[src/rtl/tim_arb_pkg.sv]
// Shared types and constants for the two-requester APB timer arbiter.
// Optional ACCESS timeout is enabled by defining TIM_ARB_TIMEOUT_EN.
package tim_arb_pkg;

  localparam int NUM_REQ         = 2;
  localparam int TIMEOUT_CYC_DEF = 16;

  typedef enum logic [1:0] {
    IDLE,
    SETUP,
    ACCESS,
    RESP
  } state_t;

endpackage

[src/rtl/tim_rr_arb.sv]
// Two-way round-robin grant; ptr is the index granted last.
// The grant is only produced while upd is high.
module tim_rr_arb
  import tim_arb_pkg::*;
(
  input  logic [NUM_REQ-1:0] valid,
  input  logic               ptr,
  input  logic               upd,
  output logic [NUM_REQ-1:0] grant
);

  always_comb begin
    grant = '0;
    if (upd) begin
      case (valid)
        2'b11:   grant = ptr ? 2'b01 : 2'b10;
        default: grant = valid;
      endcase
    end
  end

endmodule

[src/rtl/tim_apb_arbiter.sv]
// Arbitrates two requesters onto one APB master port toward the timer.
// Define TIM_ARB_TIMEOUT_EN to abort ACCESS after TIMEOUT_CYC cycles.
module tim_apb_arbiter
  import tim_arb_pkg::*;
#(
  parameter int TIMEOUT_CYC = TIMEOUT_CYC_DEF,
  parameter int ADDR_W      = 12
) (
  input  logic                  sys_clk,
  input  logic                  sys_rst,
  input  logic [NUM_REQ-1:0]    req_valid,
  input  logic [NUM_REQ-1:0]    req_write,
  input  logic [2*ADDR_W-1:0]   req_addr,
  input  logic [63:0]           req_wdata,
  input  logic [7:0]            req_strb,
  output logic [NUM_REQ-1:0]    req_ready,
  output logic [NUM_REQ-1:0]    rsp_valid,
  output logic [31:0]           rsp_rdata,
  output logic                  rsp_err,
  output logic                  tim_psel,
  output logic                  tim_penable,
  output logic                  tim_pwrite,
  output logic [ADDR_W-1:0]     tim_paddr,
  output logic [31:0]           tim_pwdata,
  output logic [3:0]            tim_pstrb,
  input  logic [31:0]           tim_prdata,
  input  logic                  tim_pready,
  input  logic                  tim_pslverr
);

  state_t             state;
  logic               last;
  logic [NUM_REQ-1:0] grant;
  logic [NUM_REQ-1:0] owner;
  logic               sel;
  logic               timeout;
  logic               done;

  tim_rr_arb u_arb (
    .valid (req_valid),
    .ptr   (last),
    .upd   (state == IDLE && !sys_rst),
    .grant (grant)
  );

  assign req_ready = grant;
  assign sel       = grant[1];
  assign done      = tim_pready || timeout;

`ifdef TIM_ARB_TIMEOUT_EN
  localparam int CNT_W = $clog2(TIMEOUT_CYC + 1);
  localparam logic [CNT_W-1:0] CNT_LAST = CNT_W'(TIMEOUT_CYC - 1);

  logic [CNT_W-1:0] cnt;

  // Held at zero outside ACCESS, so every SETUP starts from a clean count.
  always_ff @(posedge sys_clk) begin
    if (sys_rst || state != ACCESS) cnt <= '0;
    else                            cnt <= cnt + 1'b1;
  end

  assign timeout = (state == ACCESS) && (cnt == CNT_LAST);
`else
  assign timeout = 1'b0;
`endif

  always_ff @(posedge sys_clk) begin
    if (sys_rst) begin
      state       <= IDLE;
      last        <= 1'b1;
      owner       <= '0;
      rsp_valid   <= '0;
      rsp_rdata   <= '0;
      rsp_err     <= 1'b0;
      tim_psel    <= 1'b0;
      tim_penable <= 1'b0;
      tim_pwrite  <= 1'b0;
      tim_paddr   <= '0;
      tim_pwdata  <= '0;
      tim_pstrb   <= '0;
    end else begin
      rsp_valid <= '0;
      unique case (state)
        IDLE: if (|grant) begin
          owner      <= grant;
          last       <= sel;
          tim_psel   <= 1'b1;
          tim_pwrite <= req_write[sel];
          tim_paddr  <= sel ? req_addr[2*ADDR_W-1:ADDR_W]
                            : req_addr[ADDR_W-1:0];
          tim_pwdata <= sel ? req_wdata[63:32] : req_wdata[31:0];
          tim_pstrb  <= sel ? req_strb[7:4] : req_strb[3:0];
          state      <= SETUP;
        end
        SETUP: begin
          tim_penable <= 1'b1;
          state       <= ACCESS;
        end
        ACCESS: if (done) begin
          tim_psel    <= 1'b0;
          tim_penable <= 1'b0;
          rsp_valid   <= owner;
          // A timeout reports as an error with no data.
          rsp_err     <= !tim_pready || tim_pslverr;
          rsp_rdata   <= (tim_pready && !tim_pslverr && !tim_pwrite)
                         ? tim_prdata : '0;
          state       <= RESP;
        end
        RESP:    state <= IDLE;
        default: state <= IDLE;
      endcase
    end
  end

endmodule

[config.mk]
export PLATFORM = sky130hd
export DESIGN_NAME = tim_apb_arbiter
export DESIGN_NICKNAME = d
export VERILOG_FILES = /design/src/rtl/tim_arb_pkg.sv /design/src/rtl/tim_rr_arb.sv /design/src/rtl/tim_apb_arbiter.sv
export SDC_FILE = /design/constraint.sdc
export NUM_CORES = 1
export LEC_CHECK = 0
export CAP_MARGIN = 0
export CORE_AREA = 2 2 87 89
export CTS_CLUSTER_DIAMETER = 60
export CTS_CLUSTER_SIZE = 14
export DETAILED_ROUTE_END_ITERATION = 10
export DIE_AREA = 0 0 89 91
export DONT_BUFFER_PORTS = 1
export PLACE_DENSITY = 0.73
export SYNTH_ARGS = -nofsm -noshare
export SYNTH_HDL_FRONTEND = slang
export SYNTH_SLANG_ARGS = --single-unit
[constraint.sdc]
create_clock -name sys_clk -period 1.9 [get_ports sys_clk]
set_input_delay 0.38 -clock sys_clk [delete_from_list [all_inputs] [get_ports sys_clk]]
set_output_delay 0.38 -clock sys_clk [all_outputs]
set_load 0.05 [all_outputs]
* Word-level counts from Yosys, hierarchy flattened *
Index checks and enable logic that the tools add are counted.
Widths: inputs -> output; s select.

storage, ports and cells
  register bits after elaboration = 91
  latch bits = 0
  bits in writable memories = 0
  ROM bits = 0
  input bits = 136
  output and inout bits = 88
  memories kept = 0

operators by class
  $add $sub $neg = 0
  multiply operators = 0
  divide/modulo/power cells = 0
  $lt $le $gt $ge = 1
  eq/ne operators = 6
  shift operators = 0
  mux-type cells = 16
  bitwise gates (word level) = 2
  reductions and logical operators = 18

operators by type and width
  kind                count
  $mux 32             2
  $mux 12             1
  $mux 2              5
  $pmux 2 s4          1
  $reduce_and 2->1    4
  $eq 2x2->1 const B  3
  $logic_not 1->1     4
  $mux 1              4
  $mux 4              1
  $pmux 1 s2          2
  $reduce_bool 2->1   2
  $logic_and 1x1->1   3
  $reduce_and 3->1    1
  $reduce_or 3->1     1
  $eq 2x1->1 const B  1
  $logic_not 2->1     1
  $lt 1x2->1 const B  1
  $ne 2x1->1 const B  1
  $ne 2x2->1 const B  1
  $not 1->1           2
  $reduce_or 2->1     1
  $logic_or 1x1->1    1

* Logic depth before layout (Yosys ltp) *
Gate-level depths: netlist of the first run.

  depth after elaboration = 6
  depth in mapped cells = 8

* Modules after synthesis *
A second synthesis of the first run with hierarchy kept.

unflattened totals
  cell total of the unflattened synthesis = 379
  area total of the unflattened synthesis = 3788.6 um2

modules (own cells, without submodules)
  module           times used  cells an instance  area each (um2)  seq. area each (um2)
  tim_apb_arbiter  1           374                3767.4           1821.7
  tim_rr_arb       1           5                  21.3             0.0

* Worst setup path after synthesis of the first run *
OpenSTA, ideal clock, no wires.

  kind = reg-to-output
  from = reg state[0]
  to = out req_ready[0]
  arrival = 1.548 ns
  data required time = 1.520 ns
  path slack = -0.028 ns
  stages on the path, launching flop included = 8
  cell sequence = dfxtp_1 -> inv_1 -> ha_1 -> nor2b_1 -> buf_2 -> buf_2 -> nand3_1 -> inv_1

on the way
  cells in the longest elaborated chain, start to end = 3

ends and longest elaborated chain
  item                    RTL line               RTL
  start, declared         tim_apb_arbiter.sv:31  state_t state;
  start signal, assigned  tim_apb_arbiter.sv:69  state <= IDLE;
  start signal, assigned  tim_apb_arbiter.sv:93  state <= SETUP;
  start signal, assigned  tim_apb_arbiter.sv:97  state <= ACCESS;
  $logic_not 2->1         tim_apb_arbiter.sv:42  .upd (state == IDLE && !sys_rst),
  $logic_and 1x1->1       tim_apb_arbiter.sv:42
  $mux 2                  tim_rr_arb.sv:14       if (upd) begin
  end, declared           tim_apb_arbiter.sv:16  output logic [NUM_REQ-1:0] req_ready,

No other way between the ends.

* Worst setup path after layout of the first run *
  from = reg state[1]
  to = out req_ready[1]

The elaborated chain is that of the path after synthesis.

==> summary.md, run 1 <==
| Metric | Value |
|---|---|
| Outcome | finished, final reports clean |
| Max-slew violations | 0 |
| Post-synth top area share | between 40% and 50% |
| Mapped cell area | slightly above 0.004 sq mm |
| Combinational share of power | around 34% |
| Final setup violation count | 0 |
| Most frequent cells in the layout | nor3_1, dfxtp_1, a21oi_1, a2111oi_2, a22o_1 |
| Fraction of layout cells with a size suffix above 1 | ~27% |
| GRT overflow | 0 |
| Final core utilization | a little under two thirds |
| CTS H-Tree Depth | 3 |
| DR vias/cell | 6.780 |
| F_max | ~540 MHz |
| Yosys warnings | 0 |
| Initial antenna violation count | 0 |
| Pre-Repair DR Iteration Count | 4 |
| Rows | 31 |
| Critical path peak fanout | 4 |
| Syn_nets | about 560 |
| CP Launch Type | register |
| Setup TNS | 0 ns |
| Diode count | 0 |
| Number of global-route vias before repair | 3385 |
| GPL Wtd Cong | 0.8685 |
| Initial Util | between 50% and 60% |
| Max Cap Violations | 0 |
| Sequential share of the synthesized area | between 40% and 50% |
| Routed wire length | roughly 11000 microns |
| Peak supply drop | roughly 740 uV |
| Full die area | approximately 0.008 sq mm |
| Clk_skew | about 0.011 ns |
| Synth cell types | 32 |
| Hold_buf cts | 0 |
| Syn avg cell area | between 9 and 10 sq um |
| Die X | 89 microns |
| Sequential share of power | 48.1% |
| Max clock buf depth | 2 |
| WP data required | between 1.5 and 2 ns |
| Initial drt markers | roughly 190 |
| Leading post-synthesis cells by cell area | dfxtp_1, a2111oi_2, nor3_1 |
| Via count | around 3400 |
| Crit end category | output pin |
| Core Region | about 0.0071 sq mm |
| Power per cell area | about 1600 mW/mm^2 |
| Layer with the highest usage | met2 |
| CTS tree | yes |
| GRT Util Overall | between 20% and 30% |
| Internal | approximately 4000 uW |
| Worst reg2reg path depth | 7 |
| Clock share of power | 18.3% |
| Met2 Resource Use GR | 43.16% |
| Die height | 91 microns |
| Psw | between 3000 and 4000 uW |
| Leakage | 0.001473 uW |
| Rel. slew slack | a little over three fifths |
| DP Wirelength | around 7100 microns |
| IO buf count | 0 |
| Post-synth top area cell | dfxtp_1 |
| Clk slew on worst S/H paths | around 0.10 ns |
| Commonest non-fill, non-tap cell in the layout | nor3_1 |
| Hold path cells | 1 |
| Final Hold Vio Count | 0 |
| DRT antenna net count | 0 |
| Clk root buf | clkbuf_8 |
| Met3 usage | 7.545% |
| Post-Syn Instances | 415 |
| Routed WL per cell | 21.45 microns |
| Post-route minimum period | around 1.8 ns |
| HP Class | in -> reg |
| DRC | 0 |
| Hold_ws | 0.08984 ns |
| FF+latch count, synth | 91 |
| Worst slew pin tran | roughly 0.56 ns |
| Largest net degree at the start of global routing | 64 |
| Setup slack at placement | -0.08192 ns |
| Sw Ratio | between 40 and 50% |
| Layout Nets | ~540 |
| Clock Latency Late Sink | between 0.3 and 0.4 ns |
| Fin crit share | 97.18% |
| First-pass GRT wire length | approximately 17000 microns |
| Worst Setup Slack, final | 0.05356 ns |
| Total CTS buffers | 9 |
| Data arrival, critical path | between 1 and 1.5 ns |
| # clock sinks | 91 |
| Met1 Resource Use GR | 30.88% |
| Ports | between 200 and 250 |
| Syn-to-layout area delta | 10.35% |
| Worst setup path class | reg -> out |
==> critical path: stages (launching register included) <==
cell and delay [ns]:
dfxtp_2 0.34, inv_2 0.07, ha_4 0.17, nand3b_4 0.08, or2_4 0.26, inv_4 0.08
buf_12 0.13
==> state kept, by name, indices dropped and copies added, names as in the netlist <==
register / cells
owner: 2
state: 2
rsp_err: 1
rsp_valid: 2
tim_penable: 1
tim_paddr: 12
tim_pwdata: 32
tim_psel: 1
tim_pstrb: 4
rsp_rdata: 32
last: 1
tim_pwrite: 1
==> cell usage after synthesis (all sizes together) <==
library cell	count
dfxtp	91
nor2	3
nor3	98
nand3	2
ha	4
or2	2
a211oi	2
and2	1
a211o	1
o32ai	1
a2111oi	49
o21ai	2
nor2b	2
mux2i	1
a21oi	52
a22o	33
nand3b	1
o21bai	1
inv	5
nand2b	7
buf	25
nor4	1
nand2	2
o21a	1
clkbuf	28
==> through the flow <==
step / area (sq um) / power, uW / cells
6_report: 4563 / 7400 / 505
5_1_grt: 4563 / 7782 / 505
4_1_cts: 4532 / 7362 / 502
3_5_place_dp: 4284 / 5926 / 484
3_3_place_gp: 4284 / 5839 / 484
2_1_floorplan: 4139 / 5354 / 415
==> area by class of cell <==
| cell class | count | area, sq um |
|---|---|---|
| Fill cell | 617 | 2574 |
| Tap cell | 99 | 123.9 |
| Sequential cell | 91 | 1824 |
| Clock buffer | 10 | 137.6 |
| Timing Repair Buffer | 28 | 297.8 |
| Inverter | 5 | 25.02 |
| Clock inverter | 6 | 71.32 |
| Multi-Input combinational cell | 266 | 2083 |
==> logic make-up after synthesis <==
group	share of synthesized area, %
AND/OR/NAND/NOR	15.16
flip-flops	44.05
buffers and inverters	6.989
AO/OA/AOI/OAI	32.35
adder cells (fa/ha/maj)	1.210
multiplexers	0.2421
==> routing by layer <==
layer | part of all wire (%) | vias up | routed length (microns)
li1 | - | 1574 | -
met1 | 37 | 1608 | 3962
met2 | 51 | 220 | 5478
met3 | 11 | 22 | 1197
met4 | 1.8 | 0 | 194
met5 | 0 | - | 0
==> repair_timing <==
item,4_1_cts,5_1_grt
resized for setup,8,2
endpoints found under the setup margin,21,2
pin swaps,1,1
buffers inserted,2,3
==> power groups by stage <==
stage	registers [uW]	clock network, uW	logic [uW]
CTS	3560	1390	2410
floorplan	3650	0	1700
global route	3600	1470	2720
detailed placement	3600	0	2330
finish	3560	1360	2480
global placement	3590	0	2250
==> worst paths after layout <==
kind                  from       endpoint  slack [ns]
setup / recovery  state[1]   req_ready[1]        0.05
hold / removal     sys_rst  tim_pwdata[6]        0.09
setup reg to reg  state[1]  tim_paddr[11]        0.19
hold reg to reg   owner[0]   rsp_valid[0]        0.47
Note: power is estimated with default switching activity, not from simulation.
==> inputs of run 2 (changes only) <==
--- a/config.mk
+++ b/config.mk
@@ -13,6 +13,7 @@
 export DIE_AREA = 0 0 89 91
 export DONT_BUFFER_PORTS = 1
 export PLACE_DENSITY = 0.73
+export SKIP_CTS_REPAIR_TIMING = 1
 export SYNTH_ARGS = -nofsm -noshare
 export SYNTH_HDL_FRONTEND = slang
 export SYNTH_SLANG_ARGS = --single-unit
==> run 2 against run 1 <==
Net effect:
- global-route usage decreased by 0.11 points
- setup slack got worse by 0.034 ns
- non-clock buffer count decreased by 1
- design area decreased by 0.16%
- cell count decreased by 0.20%
- routed wire length increased by 0.57%
- largest power group unchanged
==> summary.md, run 2 (synthesis gave the netlist of run 1 again) <==
| Metric | Value |
|---|---|
| F_max | 531.8 MHz (was 541.6 MHz) |
| CP startpoint | state[1] (unchanged) |
| Critical path peak fanout | 5 (was 4) |
| IO buf count | 0 (unchanged) |
| Met2 routed WL | 5594 microns (was 5478 microns) |
| HP Class | in -> reg (unchanged) |
| Worst slew pin tran | 0.5580 ns (was 0.5569 ns) |
| Peak supply drop | 739.3 uV (was 744.9 uV) |
| Met3 wire len | 1021 microns (was 1197 microns) |
| Leakage | 0.001467 uW (was 0.001473 uW) |
| Placement Cell Area | 0.004284 sq mm (unchanged) |
| Final setup violation count | 0 (unchanged) |
| Crit end category | output pin (unchanged) |
| Final core utilization | 63.83% (was 63.94%) |
| Initial Util | 57.94% (unchanged) |
| DRC | 0 (unchanged) |
| GRT Util Overall | 25.55% (was 25.66%) |
| Rows | 31 (unchanged) |
| Fraction of layout cells with a size suffix above 1 | 26.67% (was 26.85%) |
| Max clock buf depth | 2 (unchanged) |
| GPL Wtd Cong | 0.8685 (unchanged) |
| Top Metal Used | met4 (unchanged) |
| Number of global-route vias before repair | 3431 (was 3385) |
| Full die area | 0.008099 sq mm (unchanged) |
| First-pass GRT wire length | 16550 microns (was 16630 microns) |
| Data arrival, critical path | 1.50 ns (was 1.47 ns) |
| Max Cap Violations | 0 (unchanged) |
| DP Wirelength | 7081 microns (unchanged) |
| Clk slew on worst S/H paths | 0.10 ns (about the same) |
| Max-slew violations | 0 (unchanged) |
| Largest registers | rsp_rdata (32), tim_pwdata (32), tim_paddr (12) (unchanged) |
| FF-to-FF Start | state[1] (unchanged) |
| Clock Latency Late Sink | 0.36 ns (was 0.35 ns) |
| Outcome | finished, final reports clean (unchanged) |
| Post-route minimum period | 1.880 ns (was 1.846 ns) |
| Routed WL per cell | 21.62 microns (was 21.45 microns) |
| Critical path's slowest cell | dfxtp_2 (unchanged) |
| DR vias/cell | 6.804 (was 6.780) |
| DRT antenna net count | 0 (unchanged) |
| CTS H-Tree Depth | 3 (unchanged) |
| WP data required | 1.52 ns (about the same) |
| Power per cell area | 1619 mW/mm^2 (was 1622 mW/mm^2) |
| Worst-path cell chain | inv_2 -> ha_4 -> nand3b_4 -> or2_4 -> inv_4 -> buf_12 (unchanged) |
| Total CTS buffers | 9 (unchanged) |
| Reg2reg setup slack | 0.11 ns (was 0.19 ns) |
| Die height | 91 microns (unchanged) |
| Design Area, Final | 0.004556 sq mm (was 0.004563 sq mm) |
| CP Launch Type | register (unchanged) |
| Pre-Repair DR Iteration Count | 5 (was 4) |
| Most frequent cells in the layout | nor3_1, dfxtp_1, a21oi_1, a2111oi_2, a22o_1 (unchanged) |
| Ports | 224 (unchanged) |
| Worst setup path class | reg -> out (unchanged) |
| Clk_skew | 0.01393 ns (was 0.01138 ns) |
| CTS tree | yes (unchanged) |
| Unrepaired setup endpoints after global routing | yes |
| Final Hold Vio Count | 0 (unchanged) |
| Via count | 3429 (was 3424) |
| GRT overflow | 0 (unchanged) |
| CP peak stage delay | 0.34 ns (about the same) |
| Wl on met1 | 4100 microns (was 3962 microns) |
| Commonest non-fill, non-tap cell in the layout | nor3_1 (unchanged) |
| Core Region | 0.007137 sq mm (unchanged) |
| Routed wire length | 10890 microns (was 10830 microns) |
| Hold Startpoint | sys_rst (unchanged) |
| Layout Nets | 540 (was 541) |
| Diode count | 0 (unchanged) |
| Die X | 89 microns (unchanged) |
| Fin crit share | 98.96% (was 97.18%) |
| Largest net degree at the start of global routing | 64 (unchanged) |
| Syn-to-layout area delta | 10.17% (was 10.35%) |
| Initial drt markers | 165 (was 191) |
| Clk root buf | clkbuf_8 (unchanged) |
| # clock sinks | 91 (unchanged) |
| Initial antenna violation count | 0 (unchanged) |
| Rel. slew slack | 62.75% (was 62.83%) |
[run 2: cell count changes in the layout (fill, tap and decap cells not counted), sizes merged]
cell,delta
buf,-1
[run 2: final timing paths]
path                                 endpoint  depth (start not counted)
worst min register to register   rsp_valid[0]                          2
worst max register to register   tim_paddr[2]                          7
worst max-delay path             req_ready[1]                          6
worst min-delay path            tim_pwdata[6]                          1
[run 2: layout make-up]
cell class                 count  area, sq um
clock buffer                  10        137.6
clock inverter                 6        71.32
fill                         613         2581
inverter                       5        25.02
multi-input combinational    266         2083
sequential                    91         1824
tap                           99        123.9
timing repair buffer          27        290.3
[run 2: layer usage]
| layer | global-route usage (%) | vias to the layer above |
|---|---|---|
| met5 | 0 | - |
| met4 | 8.582 | 0 |
| met3 | 7.273 | 20 |
| met2 | 44.15 | 190 |
| met1 | 29.80 | 1649 |
| li1 | - | 1570 |
[run 2: critical path, delay by kind of cell, from the launching register on]
kind / cells / cell delay, ns
and+or+nand+nor: 2 / 0.35
DFF: 1 / 0.34
adders and majority gates: 1 / 0.18
buffers and inverters: 3 / 0.28
[run 2: metrics by stage]
stage	total power [uW]	setup slack (ns)	hold slack, ns	TNS (ns)	instances
after floorplan	5354	0.01176	0.4271	0	415
after global placement	5839	0.07732	0.4396	0	484
after detailed placement	5926	-0.08192	0.4499	-0.1750	484
after CTS	7270	-0.3640	0.07590	-1.007	500
after global routing	7750	-0.05635	0.06183	-0.07904	504
final	7374	0.01967	0.08108	0	504
[run 2: power by group]
part / leakage (uW) / internal, uW / switching, uW
Sequential: 0.000745 / 2290 / 1280
Clock: 0.000105 / 661 / 709
Combinational: 0.000617 / 1030 / 1410
Total: 0.00147 / 3970 / 3400
==> inputs of run 3 (changes only) <==
--- a/config.mk
+++ b/config.mk
@@ -6,13 +6,13 @@
 export NUM_CORES = 1
 export LEC_CHECK = 0
 export CAP_MARGIN = 0
-export CORE_AREA = 2 2 87 89
+export CORE_AREA = 2 2 86 88
 export CTS_CLUSTER_DIAMETER = 60
 export CTS_CLUSTER_SIZE = 14
 export DETAILED_ROUTE_END_ITERATION = 10
-export DIE_AREA = 0 0 89 91
+export DIE_AREA = 0 0 88 90
 export DONT_BUFFER_PORTS = 1
-export PLACE_DENSITY = 0.73
+export PLACE_DENSITY = 0.75
 export SKIP_CTS_REPAIR_TIMING = 1
 export SYNTH_ARGS = -nofsm -noshare
 export SYNTH_HDL_FRONTEND = slang
==> constraint.sdc (replaced) <==
create_clock -name sys_clk -period 2.4 [get_ports sys_clk]
set_input_delay 0.48 -clock sys_clk [delete_from_list [all_inputs] [get_ports sys_clk]]
set_output_delay 0.48 -clock sys_clk [all_outputs]
set_load 0.05 [all_outputs]
==> run 3 against run 2 <==
Net effect:
- critical path depth shrank 1
- global-route usage rose by 0.51 points
- largest cell class unchanged
- clock power fell by 21%
- core utilization decreased by 1.4 points
- die area down 2.2%
==> summary.md, run 3 (synthesis gave the netlist of run 1 again) <==
| Metric | Value |
|---|---|
| Met3 usage | 7.530% (was 7.273%) |
| Final setup violation count | 0 (unchanged) |
| Placement Cell Area | 0.004175 sq mm (was 0.004284 sq mm) |
| Full die area | 0.007920 sq mm (was 0.008099 sq mm) |
| CTS H-Tree Depth | 3 (unchanged) |
| Worst slew pin tran | 0.6183 ns (was 0.5580 ns) |
| Worst setup path class | reg -> out (unchanged) |
| Layer with the highest usage | met2 (unchanged) |
| Max Cap Violations | 0 (unchanged) |
| Met1 Resource Use GR | 32.54% (was 29.80%) |
| Routed wire length | 10790 microns (was 10890 microns) |
| DRC | 0 (unchanged) |
| Initial Util | 58.90% (was 57.94%) |
| Ports | 224 (unchanged) |
| Initial drt markers | 198 (was 165) |
| Initial antenna violation count | 0 (unchanged) |
| Leakage | 0.001392 uW (was 0.001467 uW) |
| CP Launch Type | register (unchanged) |
| Crit end category | output pin (unchanged) |
| # clock sinks | 91 (unchanged) |
| FF-to-FF Start | state[0] (was state[1]) |
| Layout Nets | 527 (was 540) |
| Routed WL per cell | 21.98 microns (was 21.62 microns) |
| Setup TNS | 0 ns (unchanged) |
| Clk slew on worst S/H paths | 0.10 ns (about the same) |
| Max-slew violations | 0 (unchanged) |
| Unrepaired setup endpoints after global routing | no (was yes) |
| Peak supply drop | 521.3 uV (was 739.3 uV) |
| Diode count | 0 (unchanged) |
| Die X | 88 microns (was 89 microns) |
| GPL Wtd Cong | 0.8000 (was 0.8685) |
| Clk root buf | clkbuf_8 (unchanged) |
| Final Hold Vio Count | 0 (unchanged) |
| Met2 Resource Use GR | 42.05% (was 44.15%) |
| WP data required | 1.92 ns (was 1.52 ns) |
| CTS tree | yes (unchanged) |
| Via count | 3384 (was 3429) |
| Max clock buf depth | 2 (unchanged) |
| F_max | 446.6 MHz |
| Post-route minimum period | approximately 2.2 ns |
| Largest net degree at the start of global routing | 64 (unchanged) |
| Most frequent cells in the layout | nor3_1, dfxtp_1, a21oi_1, a2111oi_2, a22o_1 (unchanged) |
| Outcome | finished, final reports clean (unchanged) |
| DRT antenna net count | 0 (unchanged) |
| Fin crit share | 93.30% |
| Rows | 31 (unchanged) |
| GRT Util Overall | 26.06% (was 25.55%) |
| Largest registers | rsp_rdata (32), tim_pwdata (32), tim_paddr (12) (unchanged) |
| Syn-to-layout area delta | 6.021% (was 10.17%) |
| First-pass GRT wire length | 16690 microns (was 16550 microns) |
| IO buf count | 0 (unchanged) |
| Design Area, Final | 0.004384 sq mm (was 0.004556 sq mm) |
| Die height | 90 microns (was 91 microns) |
| CP startpoint | state[0] (was state[1]) |
| Data arrival, critical path | 1.76 ns (was 1.50 ns) |
| Power per cell area | 1280 mW/mm^2 (was 1619 mW/mm^2) |
| Pre-Repair DR Iteration Count | 5 (unchanged) |
| Total CTS buffers | 9 (unchanged) |
| DR vias/cell | 6.892 (was 6.804) |
| Hold Startpoint | sys_rst (unchanged) |
| Commonest non-fill, non-tap cell in the layout | nor3_1 (unchanged) |
| Critical path peak fanout | 6 (was 5) |
| Clock Latency Late Sink | 0.35 ns (was 0.36 ns) |
| Rel. slew slack | 58.78% (was 62.75%) |
| Number of global-route vias before repair | 3262 (was 3431) |
| Clk_skew | 0.005915 ns (was 0.01393 ns) |
| HP Class | in -> reg (unchanged) |
| Core Region | 0.007020 sq mm (was 0.007137 sq mm) |
| Fraction of layout cells with a size suffix above 1 | 22.45% (was 26.67%) |
| GRT overflow | 0 (unchanged) |
| DP Wirelength | 7113 microns (was 7081 microns) |
[run 3: changes by cell type in the layout (fill, tap and decap cells not counted), moves of 2 or more]
cell     previous run  this run
dfxtp_1            89        91
dfxtp_2             2         0
inv_1               1         4
buf_12              7         4
buf_4              20        10
[run 3: power by group]
group | switching, uW | total (uW) | internal (uW)
logic | 972 | 1620 | 653
registers | 1100 | 2910 | 1810
clock network | 578 | 1080 | 501
total | 2650 | 5610 | 2960
[run 3: worst max-delay path, cell delays in order, from the launching register on]
cell and delay [ns]:
dfxtp_1 0.32, inv_1 0.11, ha_1 0.33, nand3b_4 0.10
or2_2 0.31, inv_2 0.23
[run 3: final cells by class]
class / count / area, sq um
Clock buffer: 9 / 123.9
Clock inverter: 7 / 85.08
Fill cell: 603 / 2636
Inverter: 5 / 18.77
Multi-Input combinational cell: 266 / 2056
Sequential cell: 91 / 1822
Tap cell: 99 / 123.9
Timing Repair Buffer: 14 / 155.1
[run 3: through the flow]
| step | hold slack, ns | cells | util (%) | total power, uW | setup slack [ns] |
|---|---|---|---|---|---|
| after floorplan | 0.4271 | 415 | - | 4235 | 0.3716 |
| after global placement | 0.4413 | 475 | 59.47 | 4505 | 0.5147 |
| after detailed placement | 0.4502 | 475 | 59.47 | 4571 | 0.4103 |
| after CTS | 0.1582 | 491 | 62.45 | 5652 | 0.1199 |
| after global routing | 0.1567 | 491 | 62.45 | 5902 | 0.01398 |
| final | 0.1782 | 491 | 62.45 | 5610 | 0.1609 |
[run 3: metal layers]
metal / part of all wire [%] / vias up / wire length, microns
met5: 0 / - / 0
li1: - / 1536 / -
met3: 9.5 / 25 / 1029
met1: 39 / 1628 / 4231
met2: 49 / 195 / 5287
met4: 2.3 / 0 / 244
[run 3: final timing paths]
path / to / slack, ns / cells past startpoint
setup / recovery: req_ready[1] / 0.16 / 5
hold / removal: tim_pwdata[5] / 0.18 / 1
setup reg to reg: tim_pstrb[0] / 0.40 / 6
hold reg to reg: rsp_valid[0] / 0.47 / 2
